$ cat config.mk
export PLATFORM = sky130hd
export DESIGN_NAME = uart_tx_periph
export DESIGN_NICKNAME = d
export VERILOG_FILES = /design/src/rtl/uart_tx_pkg.sv /design/src/rtl/sync_fifo.sv /design/src/rtl/uart_tx_periph.sv
export SDC_FILE = /design/constraint.sdc
export NUM_CORES = 1
export LEC_CHECK = 0
export CORE_ASPECT_RATIO = 0.75
export CORE_MARGIN = 3
export CORE_UTILIZATION = 25
export DETAILED_ROUTE_END_ITERATION = 10
export PLACE_DENSITY_LB_ADDON = 0.15
export SLEW_MARGIN = 5
export SYNTH_ARGS = -nofsm -noshare
export SYNTH_HDL_FRONTEND = slang
export SYNTH_SLANG_ARGS = --single-unit
$ cat constraint.sdc
create_clock -name clk_i -period 4.7 [get_ports clk_i]
set_input_delay 0.94 -clock clk_i [delete_from_list [all_inputs] [get_ports clk_i]]
set_output_delay 0.94 -clock clk_i [all_outputs]
set_load 0.02 [all_outputs]
$ cat src/rtl/uart_tx_pkg.sv
// Shared register map, bit positions, FSM encoding and reset constants
// for the memory-mapped UART transmitter.
package uart_tx_pkg;

  localparam logic [3:0] ADDR_TXDATA  = 4'h0;
  localparam logic [3:0] ADDR_STATUS  = 4'h4;
  localparam logic [3:0] ADDR_BAUDDIV = 4'h8;
  localparam logic [3:0] ADDR_CTRL    = 4'hC;

  localparam int STAT_BUSY    = 0;
  localparam int STAT_FULL    = 1;
  localparam int STAT_EMPTY   = 2;
  localparam int STAT_OVF     = 3;
  localparam int STAT_CNT_LSB = 8;

  localparam int CTRL_TX_EN  = 0;
  localparam int CTRL_IRQ_EN = 1;

  localparam logic [15:0] DEFAULT_DIV = 16'd433;

  typedef enum logic [1:0] {
    ST_IDLE  = 2'd0,
    ST_START = 2'd1,
    ST_DATA  = 2'd2,
    ST_STOP  = 2'd3
  } tx_state_e;

endpackage

$ cat src/rtl/sync_fifo.sv
// Synchronous FIFO with wrap-bit pointers; head word is presented combinationally.
// Pushes when full and pops when empty are ignored.
module sync_fifo #(
  parameter int WIDTH = 8,
  parameter int DEPTH = 8
) (
  input  logic                     clk_i,
  input  logic                     reset_i,
  input  logic                     push_i,
  input  logic                     pop_i,
  input  logic [WIDTH-1:0]         wdata_i,
  output logic [WIDTH-1:0]         rdata_o,
  output logic                     full_o,
  output logic                     empty_o,
  output logic [$clog2(DEPTH):0]   count_o
);

  localparam int AW = $clog2(DEPTH);

  logic [AW:0]      wptr_q, wptr_d, rptr_q, rptr_d;
  logic [WIDTH-1:0] mem_q [DEPTH];
  logic             do_push_s, do_pop_s;

  assign empty_o   = (wptr_q == rptr_q);
  assign full_o    = (wptr_q[AW] != rptr_q[AW]) && (wptr_q[AW-1:0] == rptr_q[AW-1:0]);
  assign count_o   = wptr_q - rptr_q;
  assign do_push_s = push_i & ~full_o;
  assign do_pop_s  = pop_i & ~empty_o;
  assign rdata_o   = mem_q[rptr_q[AW-1:0]];

  // Pointer advance
  always_comb begin
    wptr_d = wptr_q + {{AW{1'b0}}, do_push_s};
    rptr_d = rptr_q + {{AW{1'b0}}, do_pop_s};
  end

  // Pointer registers
  always_ff @(posedge clk_i or negedge reset_i) begin
    if (!reset_i) begin
      wptr_q <= {(AW+1){1'b0}};
      rptr_q <= {(AW+1){1'b0}};
    end else begin
      wptr_q <= wptr_d;
      rptr_q <= rptr_d;
    end
  end

  // Storage array, written only on an accepted push
  always_ff @(posedge clk_i) begin
    if (do_push_s) begin
      mem_q[wptr_q[AW-1:0]] <= wdata_i;
    end
  end

endmodule

$ cat src/rtl/uart_tx_periph.sv
// Memory-mapped 8N1 UART transmitter: register file, baud timer and frame FSM
// wrapped around a byte FIFO. Bus signals arrive already registered.
module uart_tx_periph #(
  parameter int          FIFO_DEPTH  = 8,
  parameter logic [15:0] DEFAULT_DIV = uart_tx_pkg::DEFAULT_DIV
) (
  input  logic        clk_i,
  input  logic        reset_i,
  input  logic        csb_i,
  input  logic        wen_i,
  input  logic [3:0]  addr_i,
  input  logic [31:0] data_i,
  input  logic [3:0]  wmask_i,
  output logic [31:0] data_o,
  output logic        tx_o,
  output logic        irq_o
);

  import uart_tx_pkg::*;

  localparam int CW = $clog2(FIFO_DEPTH);

  tx_state_e   state_q, state_d;
  logic [15:0] div_q, div_d, baud_q, baud_d;
  logic [2:0]  bit_q, bit_d;
  logic [7:0]  shift_q, shift_d;
  logic [1:0]  ctrl_q, ctrl_d;
  logic        ovf_q, ovf_d, tx_q, tx_d, irq_q, irq_d;

  logic        wr_s, push_req_s, push_ok_s, pop_s, ovf_clr_s, bit_end_s;
  logic        wr_div_s, wr_ctrl_s, full_s, empty_s, busy_s;
  logic [7:0]  head_s;
  logic [CW:0] count_s, count_next_s;
  logic [3:0]  reg_addr_s;
  logic [31:0] rdata_s;
  logic        unused_s;

  assign reg_addr_s = {addr_i[3:2], 2'b00};
  assign wr_s       = ~csb_i & ~wen_i;
  assign push_req_s = wr_s & (reg_addr_s == ADDR_TXDATA) & wmask_i[0];
  assign push_ok_s  = push_req_s & ~full_s;
  assign ovf_clr_s  = wr_s & (reg_addr_s == ADDR_STATUS) & wmask_i[0] & data_i[STAT_OVF];
  assign wr_div_s   = wr_s & (reg_addr_s == ADDR_BAUDDIV);
  assign wr_ctrl_s  = wr_s & (reg_addr_s == ADDR_CTRL) & wmask_i[0];
  assign unused_s   = ^{data_i[31:16], addr_i[1:0], wmask_i[3:2]};

  sync_fifo #(
    .WIDTH (8),
    .DEPTH (FIFO_DEPTH)
  ) u_fifo (
    .clk_i   (clk_i),
    .reset_i (reset_i),
    .push_i  (push_req_s),
    .pop_i   (pop_s),
    .wdata_i (data_i[7:0]),
    .rdata_o (head_s),
    .full_o  (full_s),
    .empty_o (empty_s),
    .count_o (count_s)
  );

  // A set on a full push wins over a simultaneous clear
  assign ovf_d  = (push_req_s & full_s) | (ovf_q & ~ovf_clr_s);
  assign div_d  = {(wr_div_s & wmask_i[1]) ? data_i[15:8] : div_q[15:8],
                   (wr_div_s & wmask_i[0]) ? data_i[7:0]  : div_q[7:0]};
  assign ctrl_d = wr_ctrl_s ? data_i[1:0] : ctrl_q;

  assign bit_end_s    = (baud_q == 16'd0);
  assign busy_s       = (state_q != ST_IDLE) | ~empty_s;
  assign count_next_s = count_s + {{CW{1'b0}}, push_ok_s} - {{CW{1'b0}}, pop_s};

  // Frame sequencing: next state, baud/bit counters, shifter and FIFO pop
  always_comb begin
    state_d = state_q;
    baud_d  = baud_q;
    bit_d   = bit_q;
    shift_d = shift_q;
    pop_s   = 1'b0;
    case (state_q)
      ST_IDLE: begin
        if (ctrl_q[CTRL_TX_EN] && !empty_s) begin
          state_d = ST_START;
          pop_s   = 1'b1;
          shift_d = head_s;
          baud_d  = div_q;
        end else begin
          state_d = ST_IDLE;
        end
      end
      ST_START: begin
        if (bit_end_s) begin
          state_d = ST_DATA;
          baud_d  = div_q;
          bit_d   = 3'd0;
        end else begin
          baud_d = baud_q - 16'd1;
        end
      end
      ST_DATA: begin
        if (bit_end_s) begin
          baud_d  = div_q;
          shift_d = {1'b0, shift_q[7:1]};
          bit_d   = bit_q + 3'd1;
          state_d = (bit_q == 3'd7) ? ST_STOP : ST_DATA;
        end else begin
          baud_d = baud_q - 16'd1;
        end
      end
      ST_STOP: begin
        if (bit_end_s && ctrl_q[CTRL_TX_EN] && !empty_s) begin
          state_d = ST_START;
          pop_s   = 1'b1;
          shift_d = head_s;
          baud_d  = div_q;
        end else if (bit_end_s) begin
          state_d = ST_IDLE;
        end else begin
          baud_d = baud_q - 16'd1;
        end
      end
      default: begin
        state_d = ST_IDLE;
      end
    endcase
  end

  // Pin and interrupt values for the next cycle, taken from next-state values
  always_comb begin
    case (state_d)
      ST_START: tx_d = 1'b0;
      ST_DATA:  tx_d = shift_d[0];
      default:  tx_d = 1'b1;
    endcase
    irq_d = ctrl_d[CTRL_IRQ_EN] & (count_next_s == {(CW+1){1'b0}}) & (state_d == ST_IDLE);
  end

  // Combinational read mux; writes and deselected cycles return zero
  always_comb begin
    rdata_s = 32'd0;
    if (!csb_i && wen_i) begin
      case (reg_addr_s)
        ADDR_STATUS: begin
          rdata_s[STAT_BUSY]                 = busy_s;
          rdata_s[STAT_FULL]                 = full_s;
          rdata_s[STAT_EMPTY]                = empty_s;
          rdata_s[STAT_OVF]                  = ovf_q;
          rdata_s[STAT_CNT_LSB +: (CW+1)]    = count_s;
        end
        ADDR_BAUDDIV: rdata_s[15:0] = div_q;
        ADDR_CTRL:    rdata_s[1:0]  = ctrl_q;
        default:      rdata_s       = 32'd0;
      endcase
    end else begin
      rdata_s = 32'd0;
    end
  end

  assign data_o = rdata_s;
  assign tx_o   = tx_q;
  assign irq_o  = irq_q;

  // State, configuration and output registers
  always_ff @(posedge clk_i or negedge reset_i) begin
    if (!reset_i) begin
      state_q <= ST_IDLE;
      div_q   <= DEFAULT_DIV;
      baud_q  <= 16'd0;
      bit_q   <= 3'd0;
      shift_q <= 8'd0;
      ctrl_q  <= 2'd0;
      ovf_q   <= 1'b0;
      tx_q    <= 1'b1;
      irq_q   <= 1'b0;
    end else begin
      state_q <= state_d;
      div_q   <= div_d;
      baud_q  <= baud_d;
      bit_q   <= bit_d;
      shift_q <= shift_d;
      ctrl_q  <= ctrl_d;
      ovf_q   <= ovf_d;
      tx_q    <= tx_d;
      irq_q   <= irq_d;
    end
  end

endmodule

==> results by group, run 1 <==
Status
  – Outcome: finished, final reports clean

Final layout
  – Final #Nets: 599
  – Total inserted antenna cells: 0
  – Fraction of final layout cells sized beyond drive strength 1: 0.210
  – Finished Core Util: 0.312
  – Synthesis-to-layout area growth: 21.4%

Route
  – Highest routed layer: met4
  – Detailed-route wire length: between 15,000 and 20,000 µm
  – DR vias: about 4,200
  – First DRT Iteration DRCs: approximately 350
  – Total length of routed met2 wires: 7160 µm
  – Number of search-and-repair iterations in the first detailed-routing pass: 5
  – Via/cell ratio: 4.82
  – Post-route met1 wirelength: ~8100 µm
  – Count of unresolved DRC violations after routing: 0
  – Antenna violation net count after detailed routing: 0
  – Wire length on met3: ~730 µm
  – Average wire length per cell after detail routing: roughly 18 µm

CTS
  – CTS Buf Count: 17
  – Number of H-tree levels: 4
  – Setup repair bufs after CTS: 0
  – Clock tree from TritonCTS: done
  – Buffer depth of the longest clock path: 2
  – Clock Sink Count: 122
  – Root Buffer: sky130_fd_sc_hd__clkbuf_16
  – Insertion delay to the later sink of the worst-skew pair: ~0.41 ns
  – Clock-pin slew reported for the worst setup and hold paths after clock tree synthesis: approximately 0.060 ns
  – Cts-stage hold buffer count: 0
  – PostCTS Resize Cnt: 0

Worst setup path
  – CP top delay family: buffers and inverters
  – Cell occurring most often along the worst timing path: sky130_fd_sc_hd__clkdlybuf4s50_1
  – Kind of critical path: in2out
  – Worst Setup Start Kind: primary input
  – Biggest fanout along the worst timing path: 10
  – Buf+Inv Stages, Crit Path: 2
  – Largest stage delay on the critical path: roughly 0.64 ns
  – Critical Path Sink Type: output port
  – Endpoint arrival time on the critical path: 3.07 ns
  – Crit-path cells: clkdlybuf4s50_1 > nor2b_1 > nand2_1 > a21oi_1 > clkdlybuf4s50_1
  – Req. time, crit path: between 3 and 4 ns
  – Crit path max-delay cell type: sky130_fd_sc_hd__clkdlybuf4s50_1

Power
  – Net switching power: 1660 µW
  – Power per unit of standard cell area: around 600 nW/µm²
  – Cell-internal power: between 2000 and 3000 µW
  – Sw Ratio: 0.376
  – Share of total power in sequential cells: 0.328
  – Maximum vdd drop: between 300 and 400 µV
  – Leak: 0.00289 µW
  – Clock share of power: 0.279
  – Part of the power in combinational logic: 0.393

STA
  – Top achievable clock speed: 250 MHz
  – Max-slew headroom at the worst pin: 0.372
  – Min Tclk post-route: between 4 and 5 ns
  – Setup Viol. Count Final: 0
  – Total Negative Setup Slacks: 0 ns
  – Unrepaired setup endpoints after global routing: false
  – Post-Route Skew: around 0.012 ns
  – Number of hold violations in the final report: 0
  – Final-report max-slew violation count: 0
  – Worst-margin pin slew: ~0.94 ns
  – Final worst path period share: 0.852

Logic synthesis
  – Distinct cell type count after synthesis: between 60 and 70
  – Post-synth ARST share: 0.475
  – Post-synth top area cell: sky130_fd_sc_hd__edfxtp_1
  – Most frequent cell after synthesis: sky130_fd_sc_hd__edfxtp_1
  – Share of Yosys cell area claimed by the top area cell type: 0.309
  – Biggest area contributors in the synthesized netlist: sky130_fd_sc_hd__edfxtp_1 31%, sky130_fd_sc_hd__dfrtp_1 21%, sky130_fd_sc_hd__mux2_2 6.0%
  – Instance count of the mapped netlist: 480
  – Count of flip-flops with a built-in enable after synthesis: 64
  – Dominant register cell in the synthesized netlist: sky130_fd_sc_hd__edfxtp_1
  – Count of yosys warnings during synthesis: 0
  – Most used standard cells in the synthesized netlist: 64 x sky130_fd_sc_hd__edfxtp_1, 52 x sky130_fd_sc_hd__dfrtp_1, 33 x sky130_fd_sc_hd__mux2_2
  – Post-synthesis sequential area ratio: 0.544
  – Cell Area, Synth: between 6000 and 7000 µm²
  – Post-synthesis register bit count: ~120
  – Mapped Avg Cell Area: around 13 µm²

Placed design
  – Hpwl dp: around 12,000 µm
  – Number of port buffers: approximately 40
  – Placer Congestion: between 0.8 and 0.9

Floorplan
  – Die area: between 20,000 and 30,000 µm²
  – Number of cell rows: 49
  – Effective utilization at floorplan: 0.257
  – IO Pins: 78
  – Height of the chip: between 100 and 150 µm
  – Placeable core region: approximately 24,000 µm²
  – Width of the die: between 150 and 200 µm

Run
  – Max-cap violation count: 0

GRT
  – Total track usage: 0.125
  – Antenna violations before repair: 0
  – Wire length of the first global-routing pass: 25,600 µm
  – Number of global-route vias before repair: 4,324
  – Pin count of the biggest net entering global routing: slightly below 60
  – Residual overflow from global routing: 0

Worst hold path
  – Type of the tightest min-delay check: reg2reg
## cells by family after synthesis
logic type / share of synthesized area
xor gates and xnor gates: 0.0141
other: 0.000603
adders and majority gates: 0.0547
muxes: 0.124
DFF: 0.544
buffers and inverters: 0.0467
and+or+nand+nor: 0.108
AOI/OAI and AO/OA: 0.108
## placed cells by master, fill, tap and decap left out, types with 4 or more instances in the layout
cell type,Yosys,routed
sky130_fd_sc_hd__o21ai_0,6,6
sky130_fd_sc_hd__inv_1,15,15
sky130_fd_sc_hd__o41ai_1,4,4
sky130_fd_sc_hd__a22o_1,5,5
sky130_fd_sc_hd__or3_1,6,6
sky130_fd_sc_hd__and3_1,11,11
sky130_fd_sc_hd__conb_1,1,16
sky130_fd_sc_hd__nand2b_1,4,4
sky130_fd_sc_hd__dfrtp_1,52,52
sky130_fd_sc_hd__buf_4,16,16
sky130_fd_sc_hd__a21oi_1,13,13
sky130_fd_sc_hd__clkinvlp_4,0,6
sky130_fd_sc_hd__xnor2_1,4,4
sky130_fd_sc_hd__a221o_1,12,12
sky130_fd_sc_hd__nand2_1,17,17
sky130_fd_sc_hd__nand3_1,17,17
sky130_fd_sc_hd__mux4_2,16,16
sky130_fd_sc_hd__clkdlybuf4s50_1,0,40
sky130_fd_sc_hd__inv_6,0,5
sky130_fd_sc_hd__clkbuf_16,0,17
sky130_fd_sc_hd__nand4_1,8,8
sky130_fd_sc_hd__edfxtp_1,64,64
sky130_fd_sc_hd__mux2i_1,4,4
sky130_fd_sc_hd__dfstp_2,6,6
sky130_fd_sc_hd__ha_1,24,24
sky130_fd_sc_hd__nor4_1,4,4
sky130_fd_sc_hd__nor2_1,31,31
sky130_fd_sc_hd__nor3_1,12,12
sky130_fd_sc_hd__mux2_2,33,33
sky130_fd_sc_hd__a22oi_1,6,6
sky130_fd_sc_hd__xor2_1,6,6
## layer usage
layer,up-vias,GRT usage
li1,1916,-
met4,0,0.0351
met1,2166,0.183
met2,123,0.187
met3,6,0.0268
met5,-,0
## state kept, by name (all words and copies together) (netlist names)
| register | count |
|---|---|
| div_q | 16 |
| u_fifo.wptr_q | 4 |
| state_q | 2 |
| tx_o | 1 |
| bit_q | 3 |
| u_fifo.mem_q | 64 |
| ctrl_q | 2 |
| irq_o | 1 |
| ovf_q | 1 |
| shift_q | 8 |
| baud_q | 16 |
| u_fifo.rptr_q | 4 |
## per-stage QoR
stage / area [µm²] / total power, µW / setup slack, ns / hold WS [ns] / std cells
floorplan: 6270 / 2720 / 1.04 / 0.467 / 495
global placement: 6980 / 3180 / 0.744 / 0.486 / 841
detailed placement: 6980 / 3210 / 0.710 / 0.483 / 841
CTS: 7550 / 4470 / 0.690 / 0.499 / 873
global route: 7550 / 4720 / 0.432 / 0.530 / 873
finish: 7550 / 4430 / 0.695 / 0.496 / 873
## power by group through the flow
| stage | registers, µW | logic [µW] | clock network, µW |
|---|---|---|---|
| 6_report | 1450 | 1740 | 1240 |
| 2_1_floorplan | 1410 | 1300 | 0 |
| 5_1_grt | 1480 | 1920 | 1320 |
| 3_5_place_dp | 1470 | 1730 | 0 |
| 4_1_cts | 1450 | 1740 | 1270 |
| 3_3_place_gp | 1470 | 1710 | 0 |
## path summary, 6_finish.rpt
path                              end              from  depth (start not counted)  slack [ns]
min in group asynchronous    bit_q[2]           reset_i                          2        0.68
max in group asynchronous   baud_q[5]           reset_i                          2        3.48
hold / removal                  ovf_q             ovf_q                          1        0.50
hold reg to reg                 ovf_q             ovf_q                          1        0.50
setup / recovery           data_o[11]             wen_i                          5        0.69
setup reg to reg                irq_o  u_fifo.rptr_q[2]                         13        0.75
## cell type report
class                      instances  area (µm²)
clock inverter                    15         141
multi-input combinational        315        2600
tap                              331         414
fill                            2433       16700
inverter                          16        60.1
sequential                       122        3380
timing repair buffer              57         526
clock buffer                      17         425
Power figures use the tool's default switching activity.
==> inputs of run 2 (changes only) <==
--- a/config.mk
+++ b/config.mk
@@ -5,6 +5,7 @@
 export SDC_FILE = /design/constraint.sdc
 export NUM_CORES = 1
 export LEC_CHECK = 0
+export ABC_AREA = 1
 export CORE_ASPECT_RATIO = 0.75
 export CORE_MARGIN = 3
 export CORE_UTILIZATION = 25
==> run 2 against run 1 <==
Die area grew 3.7%. Cell count grew 24%. Sequential power hardly changed. Synthesized cell count increased by 43%. Via count up 13%. Critical path depth grew 1. Fmax shrank 3.3%. Critical path type unchanged. Highest routed layer unchanged.
==> results by group, run 2 <==
Status
  – Outcome: finished, final reports clean

Final layout
  – Fill cell total of the finished layout: 2,666 (+9.6%)
  – Finished Core Util: 0.305 (-0.00673)
  – Area of the multi-input gates: 2690 µm² (+3.2%)
  – Synthesis-to-layout area growth: 18.9%
  – Most frequent cells in the layout: 187 x sky130_fd_sc_hd__nand2_1, 64 x sky130_fd_sc_hd__edfxtp_1, 56 x sky130_fd_sc_hd__nor2_1
  – Leading cell type in the layout, fill and taps excluded: sky130_fd_sc_hd__nand2_1
  – Final #Nets: 803 (+34%)
  – Area taken by flip-flops and latches: 3380 µm² (unchanged)
  – Total inserted antenna cells: 0 (unchanged)
  – Number of flip-flops in the largest register: 64 (unchanged)
  – Fraction of final layout cells sized beyond drive strength 1: 0.126 (-0.0843)

Route
  – Average wire length per cell after detail routing: 15.1 µm (-18%)
  – DR vias: 4,767 (+13%)
  – First DRT Iteration DRCs: 269 (-24%)
  – Detailed-route wire length: 16,400 µm (+1.8%)
  – Antenna violation net count after detailed routing: 0 (unchanged)
  – Number of search-and-repair iterations in the first detailed-routing pass: 5 (unchanged)
  – Via/cell ratio: 4.40 (-8.8%)
  – Count of unresolved DRC violations after routing: 0 (unchanged)

Logic synthesis
  – Count of yosys warnings during synthesis: 0 (unchanged)
  – Cell Area, Synth: 6450 µm² (+3.8%)
  – Post-synth top area cell: sky130_fd_sc_hd__edfxtp_1
  – Most used standard cells in the synthesized netlist: 187 x sky130_fd_sc_hd__nand2_1, 64 x sky130_fd_sc_hd__edfxtp_1, 56 x sky130_fd_sc_hd__nor2_1
  – Mapped Avg Cell Area: 9.38 µm² (-28%)
  – Most frequent cell after synthesis: sky130_fd_sc_hd__nand2_1
  – Count of flip-flops with a built-in enable after synthesis: 64 (unchanged)
  – Instance count of the mapped netlist: 688 (+43%)
  – Biggest area contributors in the synthesized netlist: sky130_fd_sc_hd__edfxtp_1 30%, sky130_fd_sc_hd__dfrtp_1 20%, sky130_fd_sc_hd__nand2_1 11%
  – Post-synthesis sequential area ratio: 0.524 (-0.0199)
  – Post-synthesis register bit count: 122 (unchanged)
  – Post-synth ARST share: 0.475 (unchanged)
  – Share of Yosys cell area claimed by the top area cell type: 0.298 (-0.0113)
  – Dominant register cell in the synthesized netlist: sky130_fd_sc_hd__edfxtp_1
  – Distinct cell type count after synthesis: 47 (-31%)

Worst setup path
  – Req. time, crit path: 3.76 ns (about the same)
  – Worst Setup Start Kind: primary input
  – Largest stage delay on the critical path: 0.70 ns (+0.06 ns)
  – Endpoint arrival time on the critical path: 3.20 ns (+0.13 ns)
  – Kind of critical path: in2out
  – Cell occurring most often along the worst timing path: sky130_fd_sc_hd__clkdlybuf4s50_1
  – Biggest fanout along the worst timing path: 11 (+1)
  – Crit-path cells: clkdlybuf4s50_1 > inv_1 > ha_1 > nand2_1 > a311oi_1 > clkdlybuf4s50_1
  – Crit path max-delay cell type: sky130_fd_sc_hd__clkdlybuf4s50_1
  – Critical Path Sink Type: output port

Floorplan
  – Effective utilization at floorplan: 0.257 (about the same)
  – Placeable core region: 25,100 µm² (+3.8%)
  – IO Pins: 78 (unchanged)
  – Die area: 27,800 µm² (+3.7%)
  – Number of cell rows: 50 (+2.0%)
  – Width of the die: 192 µm (+1.8%)
  – Height of the chip: 145 µm (+1.8%)

GRT
  – Antenna violations before repair: 0 (unchanged)
  – Total track usage: 0.125 (+0.000388)
  – Residual overflow from global routing: 0 (unchanged)
  – Number of global-route vias before repair: 4,857 (+12%)
  – Wire length of the first global-routing pass: 27,100 µm (+5.5%)
  – Pin count of the biggest net entering global routing: 40 (-32%)

CTS
  – Clock tree from TritonCTS: done
  – Clock Sink Count: 122 (unchanged)
  – Buffer depth of the longest clock path: 2 (unchanged)
  – Clock-pin slew reported for the worst setup and hold paths after clock tree synthesis: 0.06 ns (about the same)
  – Cts-stage hold buffer count: 0 (unchanged)
  – Setup repair bufs after CTS: 0 (unchanged)
  – Insertion delay to the later sink of the worst-skew pair: 0.42 ns (about the same)
  – PostCTS Resize Cnt: 0 (unchanged)
  – Root Buffer: sky130_fd_sc_hd__clkbuf_16
  – CTS Buf Count: 17 (unchanged)
  – Number of H-tree levels: 4 (unchanged)

STA
  – Min Tclk post-route: 4.14 ns (+0.136 ns)
  – Setup Viol. Count Final: 0 (unchanged)
  – Final worst path period share: 0.881 (+0.0289)
  – Number of hold violations in the final report: 0 (unchanged)
  – Top achievable clock speed: 242 MHz (-3.3%)
  – Unrepaired setup endpoints after global routing: false
  – Max-slew headroom at the worst pin: 0.304 (-0.0677)
  – Post-Route Skew: 0.0119 ns (+0.000322 ns)
  – Total Negative Setup Slacks: 0 ns (unchanged)
  – Final-report max-slew violation count: 0 (unchanged)
  – Worst-margin pin slew: 1.04 ns (+0.107 ns)

Worst hold path
  – Type of the tightest min-delay check: reg2reg

Run
  – Max-cap violation count: 0 (unchanged)

Placed design
  – Number of port buffers: 41 (unchanged)
  – Hpwl dp: 11,800 µm (+1.7%)
  – Placer Congestion: 0.789 (-4.8%)

Power
  – Maximum vdd drop: 299 µV (-1.5%)
  – Leak: 0.00313 µW (+8.3%)
  – Power per unit of standard cell area: 557 nW/µm² (-5.0%)
[run 2: changes by cell type in the layout (fill, tap and decap cells not counted), sizes merged, moves of 20 or more]
cell,previous run,this run
inv,21,51
o21ai,8,33
a21oi,13,38
nor2,31,65
mux2,33,13
nand3,17,53
nand2,17,201
[run 2: worst max-delay path: cells and delay by family]
| family | cells | cell delay (ns) |
|---|---|---|
| AO/OA/AOI/OAI | 1 | 0.45 |
| adder cells (fa/ha/maj) | 1 | 0.43 |
| buffers and inverters | 3 | 1.29 |
| AND/OR/NAND/NOR | 1 | 0.09 |
[run 2: final cells by class]
| cell class | count | area share |
|---|---|---|
| Clock buffer | 17 | 0.0554 |
| Clock inverter | 15 | 0.0135 |
| Inverter | 52 | 0.0254 |
| Multi-Input combinational cell | 492 | 0.350 |
| Sequential cell | 122 | 0.441 |
| Tap cell | 338 | 0.0551 |
| Timing Repair Buffer | 48 | 0.0597 |
[run 2: kinds of logic after synthesis]
logic type                 count (synthesis)  share of synthesized area
AOI/OAI and AO/OA                         89                     0.0797
DFF                                      122                      0.524
adders and majority gates                 26                     0.0527
and+or+nand+nor                          331                      0.229
muxes                                     13                     0.0227
xor gates and xnor gates                  17                     0.0231
buffers and inverters                     89                     0.0688
other                                      1                   0.000581
[run 2: per-layer routing]
| layer | part of all wire | wire length (µm) | up-vias | track usage |
|---|---|---|---|---|
| met3 | 0.032 | 524 | 4 | 0.0309 |
| met4 | 0.0046 | 75 | 0 | 0.0304 |
| met2 | 0.44 | 7280 | 89 | 0.188 |
| met5 | 0 | 0 | - | 0 |
| li1 | - | - | 2361 | - |
| met1 | 0.52 | 8540 | 2313 | 0.182 |
[run 2: path summary, 6_finish.rpt]
path	start	endpoint	slack [ns]	depth (start not counted)
max in group asynchronous	reset_i	div_q[0]	3.09	2
setup reg to reg	u_fifo.wptr_q[2]	irq_o	1.09	15
setup / recovery	addr_i[2]	data_o[0]	0.56	6
min in group asynchronous	reset_i	shift_q[1]	0.71	1
hold reg to reg	shift_q[1]	shift_q[1]	0.48	2
hold / removal	shift_q[1]	shift_q[1]	0.48	2
[run 2: report_power, final]
part	total (µW)	internal (µW)	leakage, µW	switching [µW]
Combinational	1620	577	0.00160	1050
Clock	1170	669	0.000244	501
Sequential	1480	1310	0.00129	169
[run 2: through the flow]
step           std cells  worst slack [ns]  power, µW  instance area, µm²  hold WS, ns
3_3_place_gp        1052             0.565       3100                7140        0.465
2_1_floorplan        703              1.28       2690                6510        0.449
6_report            1084             0.559       4270                7670        0.479
3_5_place_dp        1052             0.514       3140                7140        0.468
5_1_grt             1084             0.453       4640                7670        0.509
4_1_cts             1084             0.511       4320                7670        0.485
